## src/rtl/fetch_pkg.sv

```systemverilog
// Shared types and constants for the fetch sequencer.
// Optional build macro used by fetch_seq: FETCH_TIMEOUT_EN.
package fetch_pkg;

  typedef enum logic [1:0] {
    SETTLE = 2'd0,
    FETCH  = 2'd1,
    ISSUE  = 2'd2
  } fetch_state_t;

  localparam logic [31:0] NOP_WORD_DEF = 32'h0000_0000;
  localparam logic [31:0] PC_INCR      = 32'd4;

  // Instruction field slices used by next-PC computation
  localparam int IMM_MSB = 15;  // branch immediate is instr[15:0]
  localparam int TGT_MSB = 25;  // jump target is instr[25:0]
  localparam int SEG_MSB = 31;  // jump keeps p4[31:28]
  localparam int SEG_LSB = 28;

  // Sign-extend a 16-bit branch immediate and scale it to a byte offset
  function automatic logic [31:0] sext_imm_x4(input logic [IMM_MSB:0] imm);
    return {{14{imm[IMM_MSB]}}, imm, 2'b00};
  endfunction

endpackage

```

## src/rtl/next_pc_calc.sv

```systemverilog
// Combinational next-PC selection: jr > jump > branch_taken > sequential.
module next_pc_calc
  import fetch_pkg::*;
(
  input  logic [31:0]      i_address,
  input  logic [TGT_MSB:0] i_instr_idx,
  input  logic             i_branch_taken,
  input  logic             i_jump,
  input  logic             i_jr,
  input  logic [31:0]      i_jr_target,
  output logic [31:0]      o_next_pc
);

  logic [31:0] w_p4;
  logic [31:0] w_branch_pc;
  logic [31:0] w_jump_pc;

  assign w_p4        = i_address + PC_INCR;
  assign w_branch_pc = w_p4 + sext_imm_x4(i_instr_idx[IMM_MSB:0]);
  assign w_jump_pc   = {w_p4[SEG_MSB:SEG_LSB], i_instr_idx, 2'b00};

  // Priority select of the next program counter
  always_comb begin
    o_next_pc = w_p4;
    if (i_jr) begin
      o_next_pc = i_jr_target;
    end else if (i_jump) begin
      o_next_pc = w_jump_pc;
    end else if (i_branch_taken) begin
      o_next_pc = w_branch_pc;
    end else begin
      o_next_pc = w_p4;
    end
  end

endmodule

```

## src/rtl/fetch_seq.sv

```systemverilog
// Fetch sequencer: reads the instruction at the current PC over a
// request/ready memory handshake, issues it to the datapath and drives the
// next PC back to the PC register (which loads novoPC every cycle).
// Optional macro FETCH_TIMEOUT_EN adds a memory wait timeout that substitutes
// NOP_WORD and pulses fetch_err.
module fetch_seq
  import fetch_pkg::*;
#(
  parameter logic [31:0] RESET_VECTOR = 32'h0000_0000,
  parameter logic [31:0] NOP_WORD     = NOP_WORD_DEF,
  parameter int          TIMEOUT      = 16
) (
  input  logic        clock,
  input  logic        reset,
  input  logic [31:0] address,
  output logic [31:0] novoPC,
  output logic        mem_req,
  output logic [31:0] mem_addr,
  input  logic        mem_ready,
  input  logic [31:0] mem_rdata,
  output logic [31:0] instr,
  output logic        instr_valid,
  input  logic        stall,
  input  logic        branch_taken,
  input  logic        jump,
  input  logic        jr,
  input  logic [31:0] jr_target,
  output logic        fetch_err
);

  fetch_state_t r_state;
  fetch_state_t w_next_state;

  logic [31:0] r_novo_pc;
  logic        r_mem_req;
  logic [31:0] r_instr;
  logic        r_instr_valid;
  logic [31:0] w_next_pc;
  logic        w_fetch_hit;
  logic        w_issue_exit;
  logic        w_timeout;

  // TIMEOUT must fit the 5-bit wait counter; out-of-range values are flagged
  // by this marker scope appearing in the elaborated hierarchy.
  if (TIMEOUT < 1 || TIMEOUT > 31) begin : g_timeout_out_of_range
  end

  assign w_fetch_hit  = (r_state == FETCH) && r_mem_req && mem_ready;
  assign w_issue_exit = (r_state == ISSUE) && !stall;

`ifdef FETCH_TIMEOUT_EN
  localparam logic [4:0] TIMEOUT_LAST = 5'(TIMEOUT - 1);

  logic [4:0] r_wait_cnt;
  logic       r_fetch_err;

  assign w_timeout = (r_state == FETCH) && !mem_ready && (r_wait_cnt == TIMEOUT_LAST);

  // Count FETCH cycles spent waiting; cleared whenever not fetching
  always_ff @(posedge clock or posedge reset) begin
    if (reset) begin
      r_wait_cnt <= 5'd0;
    end else if (r_state != FETCH) begin
      r_wait_cnt <= 5'd0;
    end else if (!mem_ready) begin
      r_wait_cnt <= r_wait_cnt + 5'd1;
    end
  end

  // One-cycle error pulse coinciding with the first ISSUE cycle after a timeout
  always_ff @(posedge clock or posedge reset) begin
    if (reset) begin
      r_fetch_err <= 1'b0;
    end else begin
      r_fetch_err <= w_timeout;
    end
  end

  assign fetch_err = r_fetch_err;
`else
  assign w_timeout = 1'b0;
  assign fetch_err = 1'b0;
`endif

  next_pc_calc u_next_pc_calc (
    .i_address      (address),
    .i_instr_idx    (r_instr[TGT_MSB:0]),
    .i_branch_taken (branch_taken),
    .i_jump         (jump),
    .i_jr           (jr),
    .i_jr_target    (jr_target),
    .o_next_pc      (w_next_pc)
  );

  // State register
  always_ff @(posedge clock or posedge reset) begin
    if (reset) begin
      r_state <= SETTLE;
    end else begin
      r_state <= w_next_state;
    end
  end

  // Next-state decode
  always_comb begin
    w_next_state = r_state;
    case (r_state)
      SETTLE: begin
        w_next_state = FETCH;
      end
      FETCH: begin
        if (w_fetch_hit || w_timeout) begin
          w_next_state = ISSUE;
        end else begin
          w_next_state = FETCH;
        end
      end
      ISSUE: begin
        if (w_issue_exit) begin
          w_next_state = SETTLE;
        end else begin
          w_next_state = ISSUE;
        end
      end
      default: begin
        w_next_state = SETTLE;
      end
    endcase
  end

  // Registered handshake and issue flags, decoded from the upcoming state
  always_ff @(posedge clock or posedge reset) begin
    if (reset) begin
      r_mem_req     <= 1'b0;
      r_instr_valid <= 1'b0;
    end else begin
      r_mem_req     <= (w_next_state == FETCH);
      r_instr_valid <= (w_next_state == ISSUE);
    end
  end

  // Instruction latch: memory word on a hit, NOP on timeout, else hold
  always_ff @(posedge clock or posedge reset) begin
    if (reset) begin
      r_instr <= NOP_WORD;
    end else if (w_fetch_hit) begin
      r_instr <= mem_rdata;
    end else if (w_timeout) begin
      r_instr <= NOP_WORD;
    end
  end

  // Next PC only moves when the issued instruction retires; otherwise it
  // equals address so the PC register holds
  always_ff @(posedge clock or posedge reset) begin
    if (reset) begin
      r_novo_pc <= RESET_VECTOR;
    end else if (w_issue_exit) begin
      r_novo_pc <= w_next_pc;
    end
  end

  assign novoPC      = r_novo_pc;
  assign mem_req     = r_mem_req;
  assign mem_addr    = address;
  assign instr       = r_instr;
  assign instr_valid = r_instr_valid;

endmodule
```

## config.mk

```make
export PLATFORM = sky130hd
export DESIGN_NAME = fetch_seq
export DESIGN_NICKNAME = d
export VERILOG_FILES = /design/src/rtl/fetch_pkg.sv /design/src/rtl/next_pc_calc.sv /design/src/rtl/fetch_seq.sv
export SDC_FILE = /design/constraint.sdc
export NUM_CORES = 1
export LEC_CHECK = 0
export CAP_MARGIN = 5
export CORE_MARGIN = 2
export CORE_UTILIZATION = 47
export CTS_CLUSTER_SIZE = 16
export DETAILED_ROUTE_END_ITERATION = 6
export GPL_TIMING_DRIVEN = 0
export PLACE_DENSITY_LB_ADDON = 0.1
export SLEW_MARGIN = 20
export SYNTH_ARGS = -nofsm -noshare
export SYNTH_HDL_FRONTEND = slang
export SYNTH_SLANG_ARGS = --single-unit
```

## constraint.sdc

```tcl
create_clock -name clock -period 3.37 [get_ports clock]
set_input_delay 1.011 -clock clock [delete_from_list [all_inputs] [get_ports clock]]
set_output_delay 1.011 -clock clock [all_outputs]
set_load 0.02 [all_outputs]
```

### Word level (Yosys, flattened, before mapping)

Cells that the tools add are included.

| operators by class | value |
|---|---|
| reduce and logical (&&, ||, !) cells | 5 |
| add/sub/neg operators | 2 |
| equality and inequality tests | 4 |
| mux-type cells | 6 |

Operators with widths:

| cell | count |
|---|---|
| 2-to-1 mux 32 bit | 3 |
| adder 32 x 3 -> 32 bit (second input constant) | 1 |
| adder 32 bit | 1 |
| one-hot mux 2 bit (3 select lines) | 1 |
| equality test 2 x 1 -> 1 bit (second input constant) | 2 |
| equality test 2 bit (second input constant) | 2 |
| 2-to-1 mux 2 bit | 2 |
| logical AND 1 bit | 3 |
| logical NOT 2 bit | 1 |
| logical NOT 1 bit | 1 |

| word-level totals | value |
|---|---|
| word-level logic and storage cells | 22 |
| bits in registers | 68 |

### Longest topological paths before layout

| logic depth | value |
|---|---|
| depth in word-level cells | 6 |
| gate-level depth with buffers | 17 |
| depth with buffers taken out | 16 |

### Hierarchy

A second synthesis with hierarchy kept.

| second synthesis, totals | value |
|---|---|
| cell total of the unflattened synthesis | 643 |
| area total of the unflattened synthesis | 5886.9 sq um |

Modules (own cells, without submodules):

| module | area an instance (sq um) | cells each | instances | seq. area each (sq um) |
|---|---|---|---|---|
| next_pc_calc | 3098.0 | 463 | 1 | 0.0 |
| fetch_seq | 2788.9 | 180 | 1 | 1701.6 |

### Worst setup path after synthesis

No wires, ideal clock.

| path | value |
|---|---|
| path kind | input to register |
| start | input address[5] |
| end | register r_novo_pc[28] (netlist: novoPC[28]) |
| slack | -0.553 ns |
| cell stages on the path | 16 |
| setup time | 0.127 ns |
| data required time | 3.243 ns |
| arrival | 3.796 ns |
| path through | nand3_1 > or3_1 > nor2_1 > and3_1 > nand3_1 > xnor2_1 > ha_1 > a21o_1 > a21o_1 > a21oi_1 > nand3b_1 > a211oi_1 > nor4_1 > nor3_1 > mux2i_1 > nand3_1 |

| on the way | value |
|---|---|
| longest elaborated chain between the ends | 5 |

Ends and longest elaborated chain:

| item | RTL line | source |
|---|---|---|
| from (decl) | fetch_seq.sv:15 | `input logic [31:0] address,` |
| adder 32 x 3 -> 32 bit * | next_pc_calc.sv:18 | `assign w_p4 = i_address + PC_INCR;` |
| adder 32 bit | next_pc_calc.sv:19 | `assign w_branch_pc = w_p4 + sext_imm_x4(i_instr_idx[IMM_MSB:0]);` |
| 2-to-1 mux 32 bit | next_pc_calc.sv:29 | `end else if (i_branch_taken) begin` |
| 2-to-1 mux 32 bit * | next_pc_calc.sv:27 | `end else if (i_jump) begin` |
| 2-to-1 mux 32 bit * | next_pc_calc.sv:25 | `if (i_jr) begin` |
| to (signal assigned) | fetch_seq.sv:159 | `r_novo_pc <= w_next_pc;` |
| to (decl) | fetch_seq.sv:34 | `logic [31:0] r_novo_pc;` |

Every way passes the cells marked *; elsewhere a longest branch is shown, timed or not.
A chain may end at the register's enable or synchronous reset.

### Worst setup path after layout

| path | value |
|---|---|
| start | input address[12] |
| end | register r_novo_pc[31] (netlist: novoPC[31]) |

The elaborated chain is that of the path after synthesis.

==> flow_summary.yaml <==
setup_path:
  crit_type: "in -> reg"
  cp_max_fo: 4
  slowest_delay_ns: 0.28
  required_ns: 3.60
  worstPathArrival_ns: 4.00
  startpoint: "address[12]"
  crit_path_end_kind: "flip-flop"
  reg2reg_from: "instr[15]"
  crit_chain: "buf_8 > and4_1 > nand4_1 > nor2_2 > and3_4 > nand3_4 > xnor2_4 > buf_4 > ha_4 > nand4_1 > o21bai_1 > o21ba_4 > o21ba_4 > a31oi_4 > xnor2_2 > a211oi_2 > nand3b_1"
  crit_path_start_kind: "input pin"
  critPathSlowestCell: "ha_4"
floorplanning:
  start_util: 0.483
  num_rows: 40
  core_um2: 12000
  num_io_pins: 202
  die_area_um2: 13200
  die_h_um: 115
  die_w_um: 115
hold_path:
  hp-class: "reg -> reg"
  min_from: "novoPC[2]"
cts:
  clk_latency_ns: 0.35
  path_clk_slew_ns: 0.06
  cts_hold_buf: 0
  cts_tree: "done"
  cts_sinks: 68
  htree_levels: 3
  numCtsBuffers: 9
  cts-root-buf: "clkbuf_16"
  cts_buffer_depth: 2
synth:
  synth_area_leaders: "dfrtp_1, ha_1, mux2_2"
  yosysTopAreaCell: "dfrtp_1"
  yosysSeqAreaShare: 0.293
  syn_nets: 813
  yosysWarningCount: 0
  yosysTopAreaCellShare: 0.293
  yosys-top-cells-count: "dfrtp_1, a21oi_1, nand2_1"
  ys_ff_latch: 68
  synth.avg_cell_area_um2: 8.63
  synthArstFlopShare: 1.00
  netlist-cell-type-count: 67
  synth_edf_count: 0
  synth.cell_area_um2: 5800
  postSynthCellCount: 672
  synthFlopType: "dfrtp_1"
  yosysMostFrequentCell: "dfrtp_1"
routing:
  drt_iter0_drc: 596
  drtPass1Iterations: 5
  viasPerCell: 6.04
  ant_nets: 0
  via_count: 6641
  routedWlPerCell_um: 22.1
  drt-total-wl_mm: 24.3
  drcViolationCount: 0
grt:
  grt_max_degree: 41
  top_usage_layer: "met2"
  use_met1: 0.467
  grt_use_total: 0.351
  grt-ovfl-total: 0
  grt_pass1_vias: 6479
  antenna_found_initial: 1
  grt_pass1_wl_mm: 35.4
  gr-usage-met2: 0.544
  grt_use_met3: 0.101
pwr:
  p_sw_frac: 0.442
  total_power_mw: 8.10
  power.switching_mw: 3.58
  clockPowerShare: 0.126
  seqPwrFrac: 0.207
  p_int_mw: 4.52
  p_leak_nw: 4.14
  powerDensity_nw_per_um2: 823
  peakVddDrop_uv: 509
  combinationalPowerShare: 0.668
outcome:
  violations: "setup timing"
  status: "finished, violations left"
sta:
  max_freq_mhz: 265
  worstMarginPinSlew_ns: 0.896
  setup_ws_ns: -0.400
  fin_skew_ns: 0.0111
  finalHoldViolCount: 0
  rsz0062_at_grt: "yes"
  fin_crit_sh: 1.12
  holdWs_ns: 0.482
  period_minus_slack_ns: 3.77
  finalSetupViolations: 17
  finalMaxSlewViolations: 0
  slew_headroom: 0.400
finish:
  drive_gt1_frac: 0.313
  fin_nets: 1090
  syn_to_final_growth_pct: 69.7
  fin_cells: 1100
  n_antenna_cell: 0
job:
  drv_cap: 0
place:
  dpl.hpwl_mm: 16.3
  gp_congestion: 0.947
  dp_cells: 1019
  portBuffers: 199
registers in the layout (all words and copies together), names as in the netlist:
signal / flops
r_state: 2
instr: 32
mem_req: 1
novoPC: 32
instr_valid: 1
cell usage in the layout (no fill, tap or decap), drive strengths merged, types with 14 or more instances in the layout:
master,Yosys,routed
mux2,32,32
ha,37,37
nor2,45,45
nand4,14,14
nand3,25,25
a21oi,62,62
xnor2,37,37
clkdlybuf4s50,0,175
clkbuf,25,37
o21ai,48,48
and3,22,22
nand2,47,47
dfrtp,68,68
buf,41,123
cells by family after synthesis:
family | share of synthesized area
buffers and inverters | 0.0746
AOI/OAI and AO/OA | 0.222
DFF | 0.293
other | 0.000646
adders and majority gates | 0.0833
muxes | 0.0725
xor gates and xnor gates | 0.0755
and+or+nand+nor | 0.178
what timing repair did:
item,in CTS,in global routing
endpoints found under the hold margin,0,0
endpoints found under the setup margin,33,24
pin swaps,72,22
resized for setup,220,64
buffers inserted,51,20
through the flow:
stage / TNS (ns) / setup slack (ns) / area [um2] / util
2_1_floorplan: -2.67 / -0.385 / 5860 / -
3_3_place_gp: -67.21 / -1.68 / 8040 / 0.669
3_5_place_dp: -33.15 / -1.74 / 8060 / 0.671
4_1_cts: -2.77 / -0.281 / 9430 / 0.785
5_1_grt: -5.93 / -0.500 / 9850 / 0.820
6_report: -4.20 / -0.400 / 9850 / 0.820
power groups by stage:
stage,combinational (mW),clock [mW],sequential (mW)
after floorplan,2.31,0,2.00
after global placement,4.24,0,1.59
after detailed placement,4.32,0,1.62
after CTS,4.94,1.01,1.64
after global routing,5.71,1.05,1.72
final,5.41,1.02,1.67
layout make-up:
cell class,instances,area (um2)
inverter,12,47.5
clock inverter,3,45.0
timing repair buffer,270,2640
buffer,62,390
sequential,68,1700
tap,147,184
clock buffer,12,267
fill,708,2170
multi-input combinational,526,4570
worst max-delay path: cells and delay by family:
family	cells	cell delay [ns]
compound gates	5	0.81
fa+ha+maj	1	0.28
xor+xnor	2	0.36
buf+inv	2	0.23
simple gates	7	1.30
per-layer routing:
layer	part of all wire	wire length (um)
met1	0.41	9860
met2	0.46	11200
met3	0.10	2520
met4	0.029	692
met5	0	0
worst paths after layout:
kind | end | slack, ns | depth (start not counted)
worst max-delay path | novoPC[31] | -0.40 | 17
worst min-delay path | novoPC[2] | 0.48 | 2
worst max register to register | novoPC[21] | 0.40 | 9
worst min register to register | novoPC[2] | 0.48 | 2
max in group asynchronous | novoPC[29] | 1.78 | 3
min in group asynchronous | instr[1] | 1.02 | 2
No activity file was read; power rests on OpenSTA's default activity.
